<file path="src/rtl/operand_fetch.sv">
// operand_fetch: operand-read stage with writeback bypass, a pending-write
// scoreboard for RAW/WAW interlocks, and a registered output bundle.
//
// Ports
//   clk, rst                   clock, synchronous active-high reset
//   in_valid / in_ready        decoded-instruction handshake
//   in_op, in_rs1/2, in_rs1/2_en, in_rd, in_rd_en   decoded instruction
//   rf_raddr1/2, rf_rdata1/2   register-file read port (async read data)
//   wb_we, wb_waddr, wb_wdata  writeback port, mirrors the RF write port
//   out_valid / out_ready      fetched-operand bundle handshake
//   out_op, out_rd, out_rd_en, out_a, out_b   registered bundle
//   stall_cnt                  saturating count of hazard-stall cycles
module operand_fetch #(
    parameter int unsigned OPW = 4
) (
    input  logic           clk,
    input  logic           rst,
    input  logic           in_valid,
    output logic           in_ready,
    input  logic [OPW-1:0] in_op,
    input  logic [2:0]     in_rs1,
    input  logic [2:0]     in_rs2,
    input  logic           in_rs1_en,
    input  logic           in_rs2_en,
    input  logic [2:0]     in_rd,
    input  logic           in_rd_en,
    output logic [2:0]     rf_raddr1,
    output logic [2:0]     rf_raddr2,
    input  logic [7:0]     rf_rdata1,
    input  logic [7:0]     rf_rdata2,
    input  logic           wb_we,
    input  logic [2:0]     wb_waddr,
    input  logic [7:0]     wb_wdata,
    output logic           out_valid,
    input  logic           out_ready,
    output logic [OPW-1:0] out_op,
    output logic [2:0]     out_rd,
    output logic           out_rd_en,
    output logic [7:0]     out_a,
    output logic [7:0]     out_b,
    output logic [7:0]     stall_cnt
);

    localparam int unsigned DW = 8;
    localparam int unsigned NREG = 8;

    logic [NREG-1:0] pend;
    logic [NREG-1:0] pend_nxt;
    logic [DW-1:0]   op1;
    logic [DW-1:0]   op2;
    logic            clr1;
    logic            clr2;
    logic            clrd;
    logic            raw;
    logic            waw;
    logic            hazard;
    logic            accept;

    // Read addressing, bypass, hazard detection and handshake
    always_comb begin
        rf_raddr1 = in_rs1;
        rf_raddr2 = in_rs2;
        clr1      = wb_we && (wb_waddr == in_rs1);
        clr2      = wb_we && (wb_waddr == in_rs2);
        clrd      = wb_we && (wb_waddr == in_rd);
        op1       = clr1 ? wb_wdata : rf_rdata1;
        op2       = clr2 ? wb_wdata : rf_rdata2;
        // A writeback landing this cycle resolves the hazard on that register
        raw       = (in_rs1_en && pend[in_rs1] && !clr1) ||
                    (in_rs2_en && pend[in_rs2] && !clr2);
        waw       = in_rd_en && pend[in_rd] && !clrd;
        hazard    = raw || waw;
        in_ready  = !hazard && (!out_valid || out_ready);
        accept    = in_valid && in_ready;
    end

    // Scoreboard next state: clear on writeback, set on accept; set wins
    always_comb begin
        pend_nxt = pend;
        if (wb_we) begin
            pend_nxt[wb_waddr] = 1'b0;
        end
        if (accept && in_rd_en) begin
            pend_nxt[in_rd] = 1'b1;
        end
    end

    // Output bundle, scoreboard and stall counter
    always_ff @(posedge clk) begin
        if (rst) begin
            pend      <= '0;
            out_valid <= 1'b0;
            out_op    <= '0;
            out_rd    <= '0;
            out_rd_en <= 1'b0;
            out_a     <= '0;
            out_b     <= '0;
            stall_cnt <= '0;
        end else begin
            pend <= pend_nxt;
            if (accept) begin
                out_valid <= 1'b1;
                out_op    <= in_op;
                out_rd    <= in_rd;
                out_rd_en <= in_rd_en;
                out_a     <= op1;
                out_b     <= op2;
            end else if (out_ready) begin
                out_valid <= 1'b0;
            end
            if (in_valid && hazard && (stall_cnt != 8'hFF)) begin
                stall_cnt <= stall_cnt + 8'd1;
            end
        end
    end

endmodule

</file>
<file path="config.mk">
export PLATFORM = sky130hd
export DESIGN_NAME = operand_fetch
export DESIGN_NICKNAME = d
export VERILOG_FILES = /design/src/rtl/operand_fetch.sv
export SDC_FILE = /design/constraint.sdc
export NUM_CORES = 1
export LEC_CHECK = 0
export BUFFER_PORTS_ARGS = -buffer_cell sky130_fd_sc_hd__buf_2
export CAP_MARGIN = 10
export CORE_ASPECT_RATIO = 0.7
export CORE_UTILIZATION = 40
export DETAILED_ROUTE_END_ITERATION = 16
export PLACE_DENSITY_LB_ADDON = 0.25
export SLEW_MARGIN = 20
export SYNTH_ARGS = -nofsm -noshare
export SYNTH_HDL_FRONTEND = slang
export SYNTH_SLANG_ARGS = --single-unit
</file>
<file path="constraint.sdc">
create_clock -name clk -period 3 [get_ports clk]
set_input_delay 0.45 -clock clk [delete_from_list [all_inputs] [get_ports clk]]
set_output_delay 0.45 -clock clk [all_outputs]
set_load 0.005 [all_outputs]
</file>
==> impl_metrics.ini, run 1 <==
[route]
drtAntennaViolNets = 0
drc_errors = 0
wl_mm = 5.59
dr.pass1.iters = 5
via_per_inst = 5.22
vias = 2056
routedWlPerCell_um = 14.2
drt_iter0_drc = 95

[floorplan]
io_pins = 88
die_h_um = 64.4
initial_core_util = 0.421
die_w_um = 91.1
core_area_um2 = 5290
floorplan.rows = 22
floorplan.die_area_um2 = 5870

[placed_design]
dpl.hpwl_mm = 4.15
place_inst = 386
io_buffers = 87
place.gp.congestion = 0.878

[power_and_ir_drop]
sw_frac_of_total = 0.256
power.share.clock = 0.349
pwr_density_cell_nw_per_um2 = 471
seqPwrFrac = 0.460
p_int_uw = 969
p_leak_nw = 1.29
combPwrFrac = 0.191
switchingPower_uw = 334
ir_drop_uv = 204

[global_route]
grt-ovfl-total = 0
grt_pass1_wl_mm = 9.03
grt_max_degree = 32
grt_pass1_vias = 1852
antenna_found_initial = 0
grtUsageTotal = 0.196

[logic_synthesis]
synth_ff_type = dfxtp_1
yosys.cell_types.count = 42
syn_inst = 245
synth_compound_area_frac = 0.166
ys_seq_area_frac = 0.369
synthAdderAreaFrac = 0.00562
synth_top_family_by_area = simple AND/OR/NAND/NOR gates
yosysWarnings = 0
synth_top_cell_by_area = dfxtp_1
netlist.area_leader.share = 0.369
yosys_register_bits = 41
synth_edf_count = 0
yosys-top-cells-area = dfxtp_1, mux2i_1, a211oi_1, nor2_1, xnor2_1
synth_xor_xnor_area_share = 0.0394
syn-num-nets = 294
syn_avg_cell_area_um2 = 9.08
syn_area_um2 = 2220
synthSimpleGateAreaFrac = 0.175
muxShareOfSynthArea = 0.170
async_flop_share = 0

[run_status]
outcome = completed

[cts]
cts.sinks = 41
htreeDepth = 2
postCtsSetupBuffers = 0
ctsLongestPathBuffers = 2
clk_latency_ns = 0.29
cts_resized = 0
numCtsBuffers = 5
clk_pin_slew_worst_paths_ns = 0.08
ctsHoldBuffers = 0
cts_tree = built
cts-root-buf = clkbuf_8

[worst_setup_path]
crit_type = reg -> out
crit_family = simple AND/OR/NAND/NOR gates
slowest_stage = nor4b_2
critPathLaunch = pend[6]
crit_required_ns = 2.55
regToRegStartpoint = pend[6]
crit_path_cell_trace = mux2_1 -> nor3b_1 -> nor4b_2 -> nor3_1 -> and2_1 -> buf_2
worst-path-buf-inv = 1
crit_fanout = 4
startpoint_type = flip-flop
cp-end-kind = output port
max_stage_delay_ns = 0.50
cp_data_arrival_time_ns = 1.89

[job]
max-cap-violations = 0

[timing]
drv_slew = 0
rsz0062_at_grt = false
setup_viol = 0
clock_skew_ns = 0.00687
slew_headroom = 0.673
hold_viol = 0
period_share = 0.781
worst_slew_pin_slew_ns = 0.489
finalSetupTns_ns = 0
fmax_mhz = 427
period_needed_ns = 2.34

[final_layout]
layout.nets = 370
antennaDiodeCount = 0
fillers = 523
synthToLayoutAreaGrowth_pct = 24.3
final_cells = 394
final_cell_mix = buf_2, dfxtp_1, nor2_1, mux2i_1, a211oi_1
drive_gt1_frac = 0.345
final_common_cell = buf_2

[hold_path]
holdCritPathClass = in -> reg
min-delay-start = in_op[0]
flip-flops by register name, summed over array words and instances (netlist names):
signal / flops
stall_cnt: 8
out_rd: 3
out_rd_en: 1
out_b: 8
out_a: 8
pend: 8
out_op: 4
out_valid: 1
worst reg2reg max path: cells and delay by family, from the launching register on:
kind / cells / cell delay, ns
AND/OR/NAND/NOR: 3 / 1.04
flip-flops: 1 / 0.43
AO/OA/AOI/OAI: 2 / 0.27
multiplexers: 1 / 0.20
buffers and inverters: 1 / 0.19
logic make-up after synthesis:
family          Yosys count
mux                      37
simple gates             74
flops                    41
compound gates           53
buf+inv                  29
xor+xnor                 10
fa+ha+maj                 1
stage by stage:
stage	hold WS [ns]	instance area [um^2]	util	power, mW	setup slack, ns
3_3_place_gp	0.469	2650	0.501	0.857	0.658
6_report	0.401	2770	0.523	1.30	0.658
5_1_grt	0.401	2770	0.523	1.37	0.580
4_1_cts	0.396	2770	0.523	1.32	0.653
3_5_place_dp	0.478	2650	0.501	0.861	0.618
2_1_floorplan	0.481	2220	-	0.767	0.765
cells in the mapped netlist (all sizes together), types with 3 or more instances:
cell type,count
a211oi,16
a21oi,5
buf,19
clkbuf,5
dfxtp,41
inv,4
mux2,7
mux2i,30
nand2,11
nand2b,7
nand3,5
nand4,3
nor2,31
o211ai,6
o21ai,12
o31ai,3
xnor2,9
worst paths after layout:
check	slack, ns	to	cells past startpoint
hold / removal	0.40	out_op[0]	3
hold reg to reg	0.50	out_op[1]	2
setup reg to reg	0.82	stall_cnt[5]	7
setup / recovery	0.66	in_ready	6
per-layer routing:
layer | routed length, um | GRT usage | part of all wire | vias to the layer above
met4 | 31 | 0.0556 | 0.0055 | 0
met1 | 2680 | 0.276 | 0.48 | 927
met2 | 2330 | 0.287 | 0.42 | 95
li1 | - | - | - | 1030
met5 | 0 | 0 | 0 | -
met3 | 541 | 0.0607 | 0.097 | 4
power groups by stage:
stage | Sequential [mW] | Combinational, mW | Clock, mW
2_1_floorplan | 0.613 | 0.154 | 0
3_3_place_gp | 0.611 | 0.247 | 0
4_1_cts | 0.599 | 0.251 | 0.467
3_5_place_dp | 0.611 | 0.250 | 0
6_report | 0.599 | 0.249 | 0.455
5_1_grt | 0.604 | 0.276 | 0.490
layout make-up:
type / count / area (um^2) / area share
Clock inverter: 1 / 30.0 / 0.0109
Multi-Input combinational cell: 175 / 1240 / 0.448
Timing Repair Buffer: 93 / 480 / 0.174
Sequential cell: 41 / 821 / 0.297
Inverter: 5 / 18.8 / 0.00679
Clock buffer: 7 / 86.3 / 0.0312
Tap cell: 72 / 90.1 / 0.0326
No activity file was read; power rests on OpenSTA's default activity.
==> inputs of run 2 (changes only) <==
- clock period: 3 -> 1.9 ns (I/O delays scaled with it)
==> impl_metrics.ini, run 2 (same netlist as run 1, synthesis figures left out) <==
[timing]
finalWorstSetupSlack_ns = -0.139
drv_slew = 0
clock_skew_ns = 0.00732
hold_viol = 0
slew_headroom = 0.745
period_needed_ns = 2.04
rsz0062_at_grt = true
period_share = 1.07
setup_viol = 35
fmax_mhz = 490
worst_slew_pin_slew_ns = 0.382

[floorplan]
die_w_um = 91.1
initial_core_util = 0.421
floorplan.die_area_um2 = 5870
io_pins = 88
core_area_um2 = 5290
floorplan.rows = 22
die_h_um = 64.4

[cts]
clk_latency_ns = 0.29
cts_tree = built
cts.sinks = 41
cts-root-buf = clkbuf_8
numCtsBuffers = 5
clk_pin_slew_worst_paths_ns = 0.09
htreeDepth = 2
ctsLongestPathBuffers = 2
ctsHoldBuffers = 0

[worst_setup_path]
regToRegStartpoint = pend[4]
crit_required_ns = 2.12
cp-end-kind = flip-flop
reg2regPathDepth = 9
worst-path-buf-inv = 3
max_stage_delay_ns = 0.37
crit_fanout = 7
startpoint_type = flip-flop
r2r_slack_ns = -0.14
cp_data_arrival_time_ns = 2.26
cp_num_cells = 9
crit_family = simple AND/OR/NAND/NOR gates
slowest_stage = dfxtp_4
crit_type = reg -> reg
crit_path_cell_trace = mux2_4 -> nor3b_4 -> nor4b_4 -> buf_4 -> nor4_4 -> buf_6 -> buf_12 -> nand3b_1 -> o21ai_1
r2r-end = pend[5]

[final_layout]
final_core_util = 0.598
fillers = 482
layout.nets = 397
final_cell_mix = buf_2, dfxtp_1, mux2i_1, nor2_1, buf_4
fin_area_um2 = 3160
regArea_um2 = 838
synthToLayoutAreaGrowth_pct = 42.0
antennaDiodeCount = 0
multiInputGateArea_um2 = 1390
drive_gt1_frac = 0.481
final_common_cell = buf_2

[global_route]
grt_max_degree = 21
grt_pass1_wl_mm = 9.36
grtUsageTotal = 0.202
antenna_found_initial = 0
grt-ovfl-total = 0
grt_pass1_vias = 1943

[power_and_ir_drop]
ir_drop_uv = 347
sw_frac_of_total = 0.291
combPwrFrac = 0.254
pwr_density_cell_nw_per_um2 = 644
p_leak_nw = 1.49
switchingPower_uw = 593
p_int_mw = 1.44
power.share.clock = 0.280
seqPwrFrac = 0.466

[job]
max-cap-violations = 0

[run_status]
violations = setup timing
outcome = finished, violations left

[hold_path]
holdCritPathClass = in -> reg
worstHoldPathCells = 3
min-delay-start = in_op[3]
hold_path_end = out_op[3]

[route]
drc_errors = 0
wl_mm = 5.86
drtAntennaViolNets = 0
vias = 2103
dr.pass1.iters = 4
drt_iter0_drc = 67
routedWlPerCell_um = 13.9
via_per_inst = 5.00

[placed_design]
io_buffers = 87
placed_area_um2 = 2860
dpl.hpwl_mm = 4.38
place.gp.congestion = 0.806
-- run 2: changes by cell type in the layout (fill, tap and decap cells not counted), moves of 3 or more --
cell | previous run | this run
nor2_1 | 31 | 26
o21ai_2 | 0 | 6
o21ai_0 | 12 | 2
a211oi_2 | 0 | 4
a211oi_1 | 16 | 12
mux2_2 | 6 | 2
dfxtp_4 | 0 | 3
buf_4 | 6 | 26
buf_6 | 0 | 4
dfxtp_1 | 41 | 33
o21ai_1 | 0 | 4
nor2_4 | 0 | 3
dfxtp_2 | 0 | 5
mux2_4 | 0 | 5
-- run 2: final cells by class --
class | instances | area share
well taps | 72 | 0.0285
inverters | 5 | 0.00594
repair buffers | 120 | 0.234
flip-flops and latches | 41 | 0.265
clock buffers | 5 | 0.0218
multi-input cells | 175 | 0.438
clock inverters | 3 | 0.00554
-- run 2: what timing repair did --
action                                  4_1_cts  5_1_grt
setup buffers                                 4        7
gates cloned                                  1        1
gates resized for setup                      20       22
pin swaps                                    12       16
endpoints found under the setup margin       32       42
hold endpoints to repair                      0        0
-- run 2: worst max path at each step --
stage               slack [ns]       from            to
global route             -0.21    pend[4]       pend[5]
global placement         -0.19   in_rd[2]       pend[3]
detailed placement       -0.22  in_rs2[1]  stall_cnt[5]
CTS                      -0.14    pend[4]       pend[4]
finish                   -0.14    pend[4]       pend[5]
floorplan                -0.03   in_rd[1]     out_op[0]
-- run 2: routing by layer --
layer	global-route usage	part of all wire	vias to the layer above
met5	0	0	-
met4	0.0417	0.0029	0
met3	0.0488	0.052	2
met2	0.310	0.43	49
met1	0.287	0.51	969
li1	-	-	1083
-- run 2: power groups by stage --
stage | combinational [mW] | clock, mW | sequential (mW)
finish | 0.517 | 0.570 | 0.947
global route | 0.564 | 0.626 | 0.955
CTS | 0.479 | 0.580 | 0.945
detailed placement | 0.438 | 0 | 0.966
global placement | 0.431 | 0 | 0.966
floorplan | 0.274 | 0 | 0.968
-- run 2: stage by stage --
step                setup WS, ns  cells  hold WS, ns  setup TNS [ns]  total power, mW
floorplan                -0.0272    245        0.432          -0.443             1.24
global placement          -0.189    401        0.471           -4.10             1.40
detailed placement        -0.223    401        0.479           -5.38             1.40
CTS                       -0.144    414        0.222           -3.26             2.00
global route              -0.215    421        0.242           -5.69             2.15
finish                    -0.139    421        0.227           -2.08             2.03
-- run 2: worst reg2reg max path: cells and delay by family (launching register included) --
kind	cells	cell delay [ns]
muxes	1	0.28
buffers and inverters	3	0.44
AOI/OAI and AO/OA	1	0.18
DFF	1	0.37
and+or+nand+nor	4	0.69
==> inputs of run 3 (changes only) <==
- CORE_UTILIZATION: 40 -> 44
- TNS_END_PERCENT: unset -> 50
==> impl_metrics.ini, run 3 (same netlist as run 1, synthesis figures left out) <==
[route]
drtAntennaViolNets = 0
vias = 2103
dr.pass1.iters = 4
routedWlPerCell_um = 13.5
drt_iter0_drc = 73
wl_mm = 5.60
via_per_inst = 5.07
drc_errors = 0

[timing]
drv_slew = 0
setup_viol = 31
hold_viol = 0
period_share = 1.06
rsz0062_at_grt = true
slew_headroom = 0.712
hold_slack_ns = 0.223
fmax_mhz = 497
clock_skew_ns = 0.00962
finalSetupTns_ns = -1.30
worst_slew_pin_slew_ns = 0.431
period_needed_ns = 2.01
finalWorstSetupSlack_ns = -0.112

[worst_setup_path]
cp-end-kind = flip-flop
crit_fanout = 6
crit_required_ns = 2.13
startpoint_type = flip-flop
crit_type = reg -> reg
cp_data_arrival_time_ns = 2.24

[floorplan]
floorplan.rows = 21
floorplan.die_area_um2 = 5350
io_pins = 88
die_w_um = 87.0
die_h_um = 61.5
core_area_um2 = 4810
initial_core_util = 0.463

[cts]
cts-root-buf = clkbuf_8
ctsLongestPathBuffers = 2
numCtsBuffers = 5
ctsHoldBuffers = 0
clk_latency_ns = 0.30
clk_pin_slew_worst_paths_ns = 0.09
cts.sinks = 41
cts_tree = built
htreeDepth = 2

[placed_design]
place_inst = 401
placed_area_um2 = 2890
dpl_worst_slack_ns = -0.233
dpl.hpwl_mm = 4.18
io_buffers = 87
place.gp.congestion = 0.828

[global_route]
antenna_found_initial = 0
use_met3 = 0.0483
grt.met1_usage = 0.307
grt_pass1_wl_mm = 8.65
grt_use_met2 = 0.325
grt_pass1_vias = 1831
grtUsageTotal = 0.213
grt-ovfl-total = 0
grt_max_degree = 23
top_usage_layer = met2

[power_and_ir_drop]
pwr_density_cell_nw_per_um2 = 706
p_total_mw = 2.21
ir_drop_uv = 428
combPwrFrac = 0.229
p_int_mw = 1.61
p_leak_nw = 1.47
switchingPower_uw = 594
power.share.clock = 0.342
sw_frac_of_total = 0.269
seqPwrFrac = 0.429

[final_layout]
drive_gt1_frac = 0.457
final_common_cell = buf_2
antennaDiodeCount = 0
synthToLayoutAreaGrowth_pct = 40.6
fin_area_um2 = 3130
final_cells = 415
final_core_util = 0.650
final_cell_mix = buf_2, dfxtp_1, nor2_1, mux2i_1, buf_4
layout.nets = 394

[run_status]
violations = setup timing
outcome = finished, violations left

[hold_path]
holdCritPathClass = in -> reg

[job]
max-cap-violations = 0
-- run 3: repair_timing --
action                     4_1_cts  5_1_grt
setup buffers                    2        2
gates cloned                     2        0
pin swaps                       11        7
gates resized for setup         19        7
setup endpoints to repair       24       42
-- run 3: per-layer routing --
layer | up-vias | part of all wire
li1 | 1076 | -
met1 | 967 | 0.51
met2 | 55 | 0.44
met3 | 5 | 0.047
met4 | 0 | 0.0073
met5 | - | 0
-- run 3: power by group through the flow --
| stage | Combinational (mW) | Sequential [mW] | Clock, mW |
|---|---|---|---|
| 5_1_grt | 0.556 | 0.955 | 0.798 |
| 4_1_cts | 0.498 | 0.947 | 0.766 |
| 3_3_place_gp | 0.452 | 0.965 | 0 |
| 2_1_floorplan | 0.275 | 0.968 | 0 |
| 3_5_place_dp | 0.460 | 0.966 | 0 |
| 6_report | 0.505 | 0.947 | 0.756 |
-- run 3: worst paths after layout --
kind / startpoint / endpoint / slack, ns / cells after the start
setup / recovery: pend[5] / stall_cnt[7] / -0.11 / 7
setup reg to reg: pend[5] / stall_cnt[7] / -0.11 / 7
hold / removal: in_op[3] / out_op[3] / 0.22 / 3
hold reg to reg: out_a[0] / out_a[0] / 0.49 / 2
-- run 3: area by class of cell --
cell class	count	area [um^2]
fill	401	1680
clock buffer	6	82.6
timing repair buffer	117	717
multi-input combinational	175	1350
clock inverter	2	37.5
tap	69	86.3
inverter	5	18.8
sequential	41	831
-- run 3: critical path: stages, from the launching register on --
cell	delay (ns)
dfxtp_2	0.38
mux2i_1	0.08
o32ai_1	0.27
o31a_1	0.31
o31ai_2	0.13
buf_4	0.17
or4_1	0.46
a21oi_1	0.14
